===== config.mk =====
export PLATFORM = sky130hd
export DESIGN_NAME = seg_bus_decoder
export DESIGN_NICKNAME = d
export VERILOG_FILES = /design/src/rtl/seg_pkg.sv /design/src/rtl/seg_pattern_decode.sv /design/src/rtl/seg_bus_decoder.sv
export SDC_FILE = /design/constraint.sdc
export NUM_CORES = 1
export LEC_CHECK = 0
export CAP_MARGIN = 40
export CELL_PAD_IN_SITES_DETAIL_PLACEMENT = 0
export CELL_PAD_IN_SITES_GLOBAL_PLACEMENT = 2
export CORE_UTILIZATION = 38
export DETAILED_ROUTE_END_ITERATION = 8
export HOLD_SLACK_MARGIN = 0.06
export PLACE_DENSITY_LB_ADDON = 0.25
export SYNTH_ARGS = -nofsm -noshare
export SYNTH_HDL_FRONTEND = slang
export SYNTH_SLANG_ARGS = --single-unit

===== constraint.sdc =====
create_clock -name clk -period 3 [get_ports clk]
set_input_delay 0.6 -clock clk [delete_from_list [all_inputs] [get_ports clk]]
set_output_delay 0.6 -clock clk [all_outputs]
set_load 0.02 [all_outputs]

===== src/rtl/seg_pkg.sv =====
// Shared definitions for the seven-segment bus: segment patterns, digit
// select encodings, and the decoder FSM state type.
package seg_pkg;

   // Segment patterns with bit0=a .. bit6=g (decimal point excluded)
   localparam logic [6:0] SEG_0     = 7'h3F;
   localparam logic [6:0] SEG_1     = 7'h06;
   localparam logic [6:0] SEG_2     = 7'h5B;
   localparam logic [6:0] SEG_3     = 7'h4F;
   localparam logic [6:0] SEG_4     = 7'h66;
   localparam logic [6:0] SEG_5     = 7'h6D;
   localparam logic [6:0] SEG_BLANK = 7'h00;

   localparam logic [2:0] BLANK_CODE = 3'd7;

   // One-hot digit selects; bit4 is never driven by a healthy controller
   localparam logic [4:0] SEL_IDLE = 5'b00000;
   localparam logic [4:0] SEL_POS0 = 5'b01000;
   localparam logic [4:0] SEL_POS1 = 5'b00100;
   localparam logic [4:0] SEL_POS2 = 5'b00010;
   localparam logic [4:0] SEL_POS3 = 5'b00001;

   typedef enum logic [1:0] {
      ST_IDLE,
      ST_SETTLE,
      ST_HELD
   } state_t;

   typedef struct packed {
      logic       legal;
      logic [1:0] idx;
   } sel_dec_t;

   // Map a select value to a digit position; anything but the four
   // one-hot positions is illegal
   function automatic sel_dec_t decode_sel(input logic [4:0] sel);
      sel_dec_t d;
      d.legal = 1'b1;
      d.idx   = 2'd0;
      case (sel)
         SEL_POS0: d.idx = 2'd0;
         SEL_POS1: d.idx = 2'd1;
         SEL_POS2: d.idx = 2'd2;
         SEL_POS3: d.idx = 2'd3;
         default:  d.legal = 1'b0;
      endcase
      return d;
   endfunction

endpackage


===== src/rtl/seg_pattern_decode.sv =====
// Combinational segment-pattern to digit-code lookup. Blank decodes to
// BLANK_CODE; any pattern outside the table is flagged as not legal.
module seg_pattern_decode
   import seg_pkg::*;
(
   input  logic [6:0] i_seg,
   output logic [2:0] o_code,
   output logic       o_legal
);

   // Table lookup of the seven segment lines
   always_comb begin
      // NOTE: every output gets a default before the case so no path leaves it unassigned (no latch).
      o_code  = 3'd0;
      o_legal = 1'b1;
      case (i_seg)
         SEG_0:     o_code = 3'd0;
         SEG_1:     o_code = 3'd1;
         SEG_2:     o_code = 3'd2;
         SEG_3:     o_code = 3'd3;
         SEG_4:     o_code = 3'd4;
         SEG_5:     o_code = 3'd5;
         SEG_BLANK: o_code = BLANK_CODE;
         default:   o_legal = 1'b0;
      endcase
   end

endmodule


===== src/rtl/seg_bus_decoder.sv =====
// Receiver for the multiplexed seven-segment bus. Each digit must hold
// steady for STABLE_CYCLES registered samples before it is committed; four
// committed positions form a frame on digits_out. Sticky error flags and a
// link-lost timeout support readback checking of the parking display.
// Optional build macro SEG_DECODER_DP_CAPTURE_EN adds per-position decimal
// point capture on dp_out.
module seg_bus_decoder
   import seg_pkg::*;
#(
   parameter int STABLE_CYCLES  = 4,
   parameter int TIMEOUT_CYCLES = 8192
)(
   input  logic        clk,
   input  logic        rst_n,
   input  logic [7:0]  seg_in,
   input  logic [4:0]  sel_in,
   input  logic        err_clr,
   output logic [11:0] digits_out,
   output logic        frame_valid,
   output logic        err_pattern,
   output logic        err_select,
   output logic        link_lost
`ifdef SEG_DECODER_DP_CAPTURE_EN
   ,
   output logic [3:0]  dp_out
`endif
);

   localparam int STW = $clog2(STABLE_CYCLES + 1);
   localparam int TOW = $clog2(TIMEOUT_CYCLES + 1);
`ifdef SEG_DECODER_DP_CAPTURE_EN
   localparam int CW = 8;
`else
   localparam int CW = 7;
   logic w_unused_dp;
   assign w_unused_dp = seg_in[7];
`endif

   logic [CW-1:0]   r_seg, r_prev_seg;
   logic [4:0]      r_sel, r_prev_sel;
   state_t          r_state, w_state_nxt;
   logic [STW-1:0]  r_stable, w_stable_nxt;
   logic [TOW-1:0]  r_tmo;
   logic [3:0][2:0] r_slot, w_slot_nxt;
   logic [3:0]      r_mask, w_mask_nxt;
   logic [11:0]     r_digits;
   logic            r_frame_valid, r_err_pattern, r_err_select;
   logic            w_same, w_sel_nz, w_commit, w_wr, w_frame_done;
   logic            w_err_pat_set, w_err_sel_set;
   logic [2:0]      w_code;
   logic            w_legal;
   sel_dec_t        w_pos;

   // Input sampling stage plus the previous sample for stability compare
   always_ff @(posedge clk or negedge rst_n) begin
      // NOTE: sequential state uses non-blocking assignments so every flop samples pre-edge values.
      if (!rst_n) begin
         r_seg      <= '0;
         r_sel      <= '0;
         r_prev_seg <= '0;
         r_prev_sel <= '0;
      end else begin
         r_seg      <= seg_in[CW-1:0];
         r_sel      <= sel_in;
         r_prev_seg <= r_seg;
         r_prev_sel <= r_sel;
      end
   end

   assign w_same   = (r_seg == r_prev_seg) && (r_sel == r_prev_sel);
   assign w_sel_nz = (r_sel != SEL_IDLE);
   assign w_pos    = decode_sel(r_sel);

   seg_pattern_decode u_decode (
      .i_seg   (r_seg[6:0]),
      .o_code  (w_code),
      .o_legal (w_legal)
   );

   // FSM state and stability counter register
   always_ff @(posedge clk or negedge rst_n) begin
      if (!rst_n) begin
         r_state  <= ST_IDLE;
         r_stable <= '0;
      end else begin
         r_state  <= w_state_nxt;
         r_stable <= w_stable_nxt;
      end
   end

   // Next state: any change restarts the count, idle select drops to IDLE
   always_comb begin
      w_state_nxt  = r_state;
      w_stable_nxt = r_stable;
      if (!w_sel_nz) begin
         w_state_nxt  = ST_IDLE;
         w_stable_nxt = '0;
      end else if (r_state == ST_IDLE || !w_same) begin
         w_stable_nxt = STW'(1);
         w_state_nxt  = (STABLE_CYCLES <= 1) ? ST_HELD : ST_SETTLE;
      end else if (r_state == ST_SETTLE) begin
         if (r_stable < STW'(STABLE_CYCLES))
            w_stable_nxt = r_stable + STW'(1);
         if (r_stable + STW'(1) >= STW'(STABLE_CYCLES))
            w_state_nxt = ST_HELD;
      end
   end

   // Commit strobe: entering HELD, but never while a held sample is unchanged
   always_comb begin
      w_commit = (w_state_nxt == ST_HELD) && !((r_state == ST_HELD) && w_same);
   end

   assign w_wr          = w_commit && w_pos.legal && w_legal;
   assign w_err_pat_set = w_commit && w_pos.legal && !w_legal;
   assign w_err_sel_set = w_commit && !w_pos.legal;
   assign w_mask_nxt    = r_mask | (w_wr ? (4'b0001 << w_pos.idx) : 4'b0000);
   assign w_frame_done  = w_wr && (w_mask_nxt == 4'hF);

   // Shadow slots including the code being committed this cycle
   always_comb begin
      w_slot_nxt = r_slot;
      if (w_wr)
         w_slot_nxt[w_pos.idx] = w_code;
   end

   // Shadow slots, capture mask and frame output
   always_ff @(posedge clk or negedge rst_n) begin
      // NOTE: the four shadow slots are reset so a partial frame can never leak stale digits after reset.
      if (!rst_n) begin
         r_slot        <= '0;
         r_mask        <= '0;
         r_digits      <= '0;
         r_frame_valid <= 1'b0;
      end else begin
         r_slot        <= w_slot_nxt;
         r_mask        <= w_frame_done ? 4'h0 : w_mask_nxt;
         r_frame_valid <= w_frame_done;
         if (w_frame_done)
            r_digits <= {w_slot_nxt[0], w_slot_nxt[1], w_slot_nxt[2], w_slot_nxt[3]};
      end
   end

   // Sticky error flags; a new error in the clear cycle wins
   always_ff @(posedge clk or negedge rst_n) begin
      if (!rst_n) begin
         r_err_pattern <= 1'b0;
         r_err_select  <= 1'b0;
      end else begin
         r_err_pattern <= w_err_pat_set | (r_err_pattern & ~err_clr);
         r_err_select  <= w_err_sel_set | (r_err_select & ~err_clr);
      end
   end

   // Frame timeout counter, cleared by each completed frame, saturating
   always_ff @(posedge clk or negedge rst_n) begin
      if (!rst_n)
         r_tmo <= '0;
      else if (w_frame_done)
         r_tmo <= '0;
      else if (r_tmo != TOW'(TIMEOUT_CYCLES))
         r_tmo <= r_tmo + TOW'(1);
   end

`ifdef SEG_DECODER_DP_CAPTURE_EN
   logic [3:0] r_dp_slot, r_dp_out, w_dp_nxt;

   // Decimal point shadow, merged the same way as the digit slots
   always_comb begin
      w_dp_nxt = r_dp_slot;
      if (w_wr)
         w_dp_nxt[w_pos.idx] = r_seg[7];
   end

   // Decimal point shadow and output, transferred with digits_out
   always_ff @(posedge clk or negedge rst_n) begin
      if (!rst_n) begin
         r_dp_slot <= '0;
         r_dp_out  <= '0;
      end else begin
         r_dp_slot <= w_dp_nxt;
         if (w_frame_done)
            r_dp_out <= {w_dp_nxt[0], w_dp_nxt[1], w_dp_nxt[2], w_dp_nxt[3]};
      end
   end

   assign dp_out = r_dp_out;
`endif

   assign digits_out  = r_digits;
   assign frame_valid = r_frame_valid;
   assign err_pattern = r_err_pattern;
   assign err_select  = r_err_select;
   assign link_lost   = (r_tmo == TOW'(TIMEOUT_CYCLES));

endmodule

==> results.txt <==
The power per cell area is 466 nW/µm². The number of pins with negative max-slew slack in the final report is 0. The sequential standard cell area is 1850 µm². The effective utilization at floorplan is 39.8%. From synthesis to final layout, the design area changed by 17.9%. The mean number of vias per cell is 5.20. The maximum fanout along the worst path is 5.

The net count of the finished layout is 362. The global-route wire length before repair is 12.2 mm. The tree is rooted in a clkbuf_8.

The clock insertion delay at the later pin of the skew report is 0.35 ns. The maximum number of pins on one net before global-route repair came out at 51. The total negative slack came out at 0 ns. Yosys attributes the largest share of cell area to dfrtp_1 53%, mux2_2 6.4%, xor2_1 5.7%. Of all cell types, the one taking the most synthesized area is dfrtp_1. Summing all multi-input logic gate instances after layout gives 1530 µm².

The share of synthesized cell area in full adder, half adder and majority cells came out at 1.07%. The first-iteration detailed-routing DRC count came out at 91. The final number of setup-violating endpoints came out at 0. Setup repair after global routing left no endpoint under its margin.

The synthesis-stage register bit count is 74. The total of cells resized after clock tree synthesis is 0. The combined global-route utilization of all metal layers is 16.4%. After clock tree synthesis, the clock-pin slew on the worst setup and hold paths is 0.08 ns. The H-tree was split into 3 levels. The total power consumption of the routed design came out at 1.93 mW. The quantity of I/O buffers inserted on ports is 30. The DRC violations left is 0. The die is 98.3 µm tall.

In the final routed layout, each cell accounts on average for 15.7 µm. The total wirelength of the detailed-routed design is 7.16 mm. Yosys mapped a number of flops with a built-in enable equal to 0. The leakage component of the power is 1.86 nW. Synthesis produced a netlist with a net count of 333. The max-cap check violation count is 0. By area, the combinational part of the netlist is dominated by simple AND/OR/NAND/NOR gates. The clock period minus worst slack came out at 2.76 ns.

The hold buffer count at cts is 0. The worst max-slew margin expressed relative to the limit came out at 57.6%. The startpoint kind of the worst setup timing path is a register. Sequential cells were found to cover 52.6% of the synthesized design area. The die extent in x came out at 98.3 µm. The path class of the tightest hold or removal check is input port to asynchronous set/reset pin. The maximum buffer depth of the clock tree came out at 2. After synthesis, the share of cell area in mux cells is 10.1%.

The synthesized netlist devotes 7.00% of its cell area to compound gates. Synthesis produced 314 cells. The final count of hold timing violations is 0. The post-route netlist has 14.9% of its cells at a drive strength greater than 1. At the end of routability-driven placement, the weighted congestion stood at 0.753. The iteration count of the initial detailed-routing pass came out at 6.

The portion of the clock cycle consumed by the worst path in the final layout is 92.1%. The number of inserted filler cells in the final layout came out at 860. The via count of the first global-routing pass came out at 2400. The simple-gate area share of the yosys netlist came out at 17.9%.

The area of the core is 8850 µm². At the worst endpoint, the required time is 2.40 ns. The minimum setup slack in the final design came out at 0.237 ns.

Between clock sinks in the finished design, the worst skew comes to 0.00676 ns. The worst setup path is captured at an output pin. The number of antenna violations at the first check in global routing is 0. The most used flip-flop cell after synthesis is dfrtp_1. The total overflow reported by the global router is 0. In this run the biggest area consumer among cell types represents 52.6% of the synthesized area. The number of warnings issued by yosys is 0. In this run the post-CTS setup repair buffer count came out at 0. The post-synth design cell area came out at 3520 µm².

In the synthesized netlist the async set-or-reset flop fraction comes to 100%. The worst slack after detailed placement is 0.450 ns. The total inserted antenna cells is 0. The highest attainable clock frequency came out at 362 MHz. The average footprint of a synthesized cell came out at 11.2 µm². The post-DP HPWL is 4.83 mm.

The number of clock buffers inserted by TritonCTS came out at 9. The critical path arrival is 2.16 ns. The run finished with clean final reports. The xor/xnor share of the synthesized area is 7.21%. The transition time at the pin with the least slew margin came out at 0.634 ns. The die covers 9650 µm². The total vias in the final route came out at 2369. The count of standard-cell rows came out at 34. The clock drives 74 sinks. The number of I/O pins came out at 32.

TritonCTS built the clock tree. The maximum resistive drop on vdd came out at 0.000223 V. The setup path with the least slack is of type register to output pin. The count of unique library cells instantiated by Yosys came out at 51. The final antenna-violating net count is 0.
[layer usage]
| layer | global-route usage (%) | wire length (µm) | up-vias |
|---|---|---|---|
| met3 | 5.01 | 255 | 9 |
| li1 | - | - | 1158 |
| met2 | 27.0 | 3510 | 30 |
| met1 | 20.5 | 3300 | 1172 |
| met4 | 5.28 | 89 | 0 |
| met5 | 0 | 0 | - |
[where the power goes]
group / internal, mW / total (mW) / switching (mW)
Sequential: 1.01 / 1.04 / 0.0269
Combinational: 0.0459 / 0.0954 / 0.0494
Clock: 0.406 / 0.797 / 0.391
[cells in the final DEF (no fill, tap or decap), types with 5 or more instances in the layout]
cell             Yosys  routed
dfrtp_1             74      74
nor2_1              29      29
clkdlybuf4s50_1      0      29
xor2_1              23      23
mux2_2              20      20
inv_1               14      14
nand2_1             12      12
a21oi_1             11      11
clkbuf_8             0      10
nand3_1              9       9
nand4_1              7       7
and3_1               6       6
o21ai_0              6       6
nor3b_1              6       6
xnor2_1              6       6
o22ai_1              6       6
nor4_1               5       5
nor2b_1              5       5
mux2i_1              5       5
buf_4                3       5
[worst max-delay path, stage by stage (launching register included)]
cell and delay [ns]:
dfrtp_1 0.42, nor4b_1 0.39, nand4_1 0.29, inv_1 0.11, clkdlybuf4s50_1 0.60
[synth_stat cells (7+ instances only)]
cell type,n
mux2_2,20
nor2_1,29
dfrtp_1,74
nand4_1,7
nand3_1,9
xor2_1,23
nand2_1,12
clkbuf_1,7
inv_1,14
a21oi_1,11
[kinds of logic after synthesis]
logic type | after synthesis
compound gates | 38
xor+xnor | 29
fa+ha+maj | 3
buf+inv | 32
flops | 74
mux | 31
simple gates | 107
[final cells by class]
type / instances / area share [%]
Multi-Input combinational cell: 208 / 36.9
Clock buffer: 10 / 3.32
Tap cell: 108 / 3.26
Sequential cell: 74 / 44.6
Inverter: 14 / 1.27
Clock inverter: 6 / 1.60
Timing Repair Buffer: 36 / 9.04
[stage by stage]
step | util [%] | hold slack [ns] | area [µm²] | instances
6_report | 46.9 | 0.150 | 4150 | 456
5_1_grt | 46.9 | 0.153 | 4150 | 456
4_1_cts | 46.9 | 0.152 | 4150 | 456
3_5_place_dp | 44.6 | 0.475 | 3950 | 440
3_3_place_gp | 44.3 | 0.471 | 3920 | 439
2_1_floorplan | - | 0.304 | 3520 | 314
[sequential cells by signal, summed over array words and instances (netlist names), 2 cells and up]
| signal | count |
|---|---|
| r_stable | 3 |
| r_prev_seg | 7 |
| digits_out | 12 |
| r_state | 2 |
| r_slot | 12 |
| r_seg | 7 |
| r_prev_sel | 5 |
| r_tmo | 14 |
| r_mask | 4 |
| r_sel | 5 |
[path summary, 6_finish.rpt]
kind | start | to | slack (ns) | cells after the start
min reg2reg | digits_out[11] | digits_out[11] | 0.49 | 1
max | r_tmo[8] | link_lost | 0.24 | 4
min in group clk | digits_out[11] | digits_out[11] | 0.49 | 1
min | rst_n | r_sel[4] | 0.15 | 1
max reg2reg | r_seg[2] | digits_out[2] | 0.47 | 6
max in group asynchronous | rst_n | r_tmo[6] | 2.29 | 2
No activity file was read; power rests on OpenSTA's default activity.
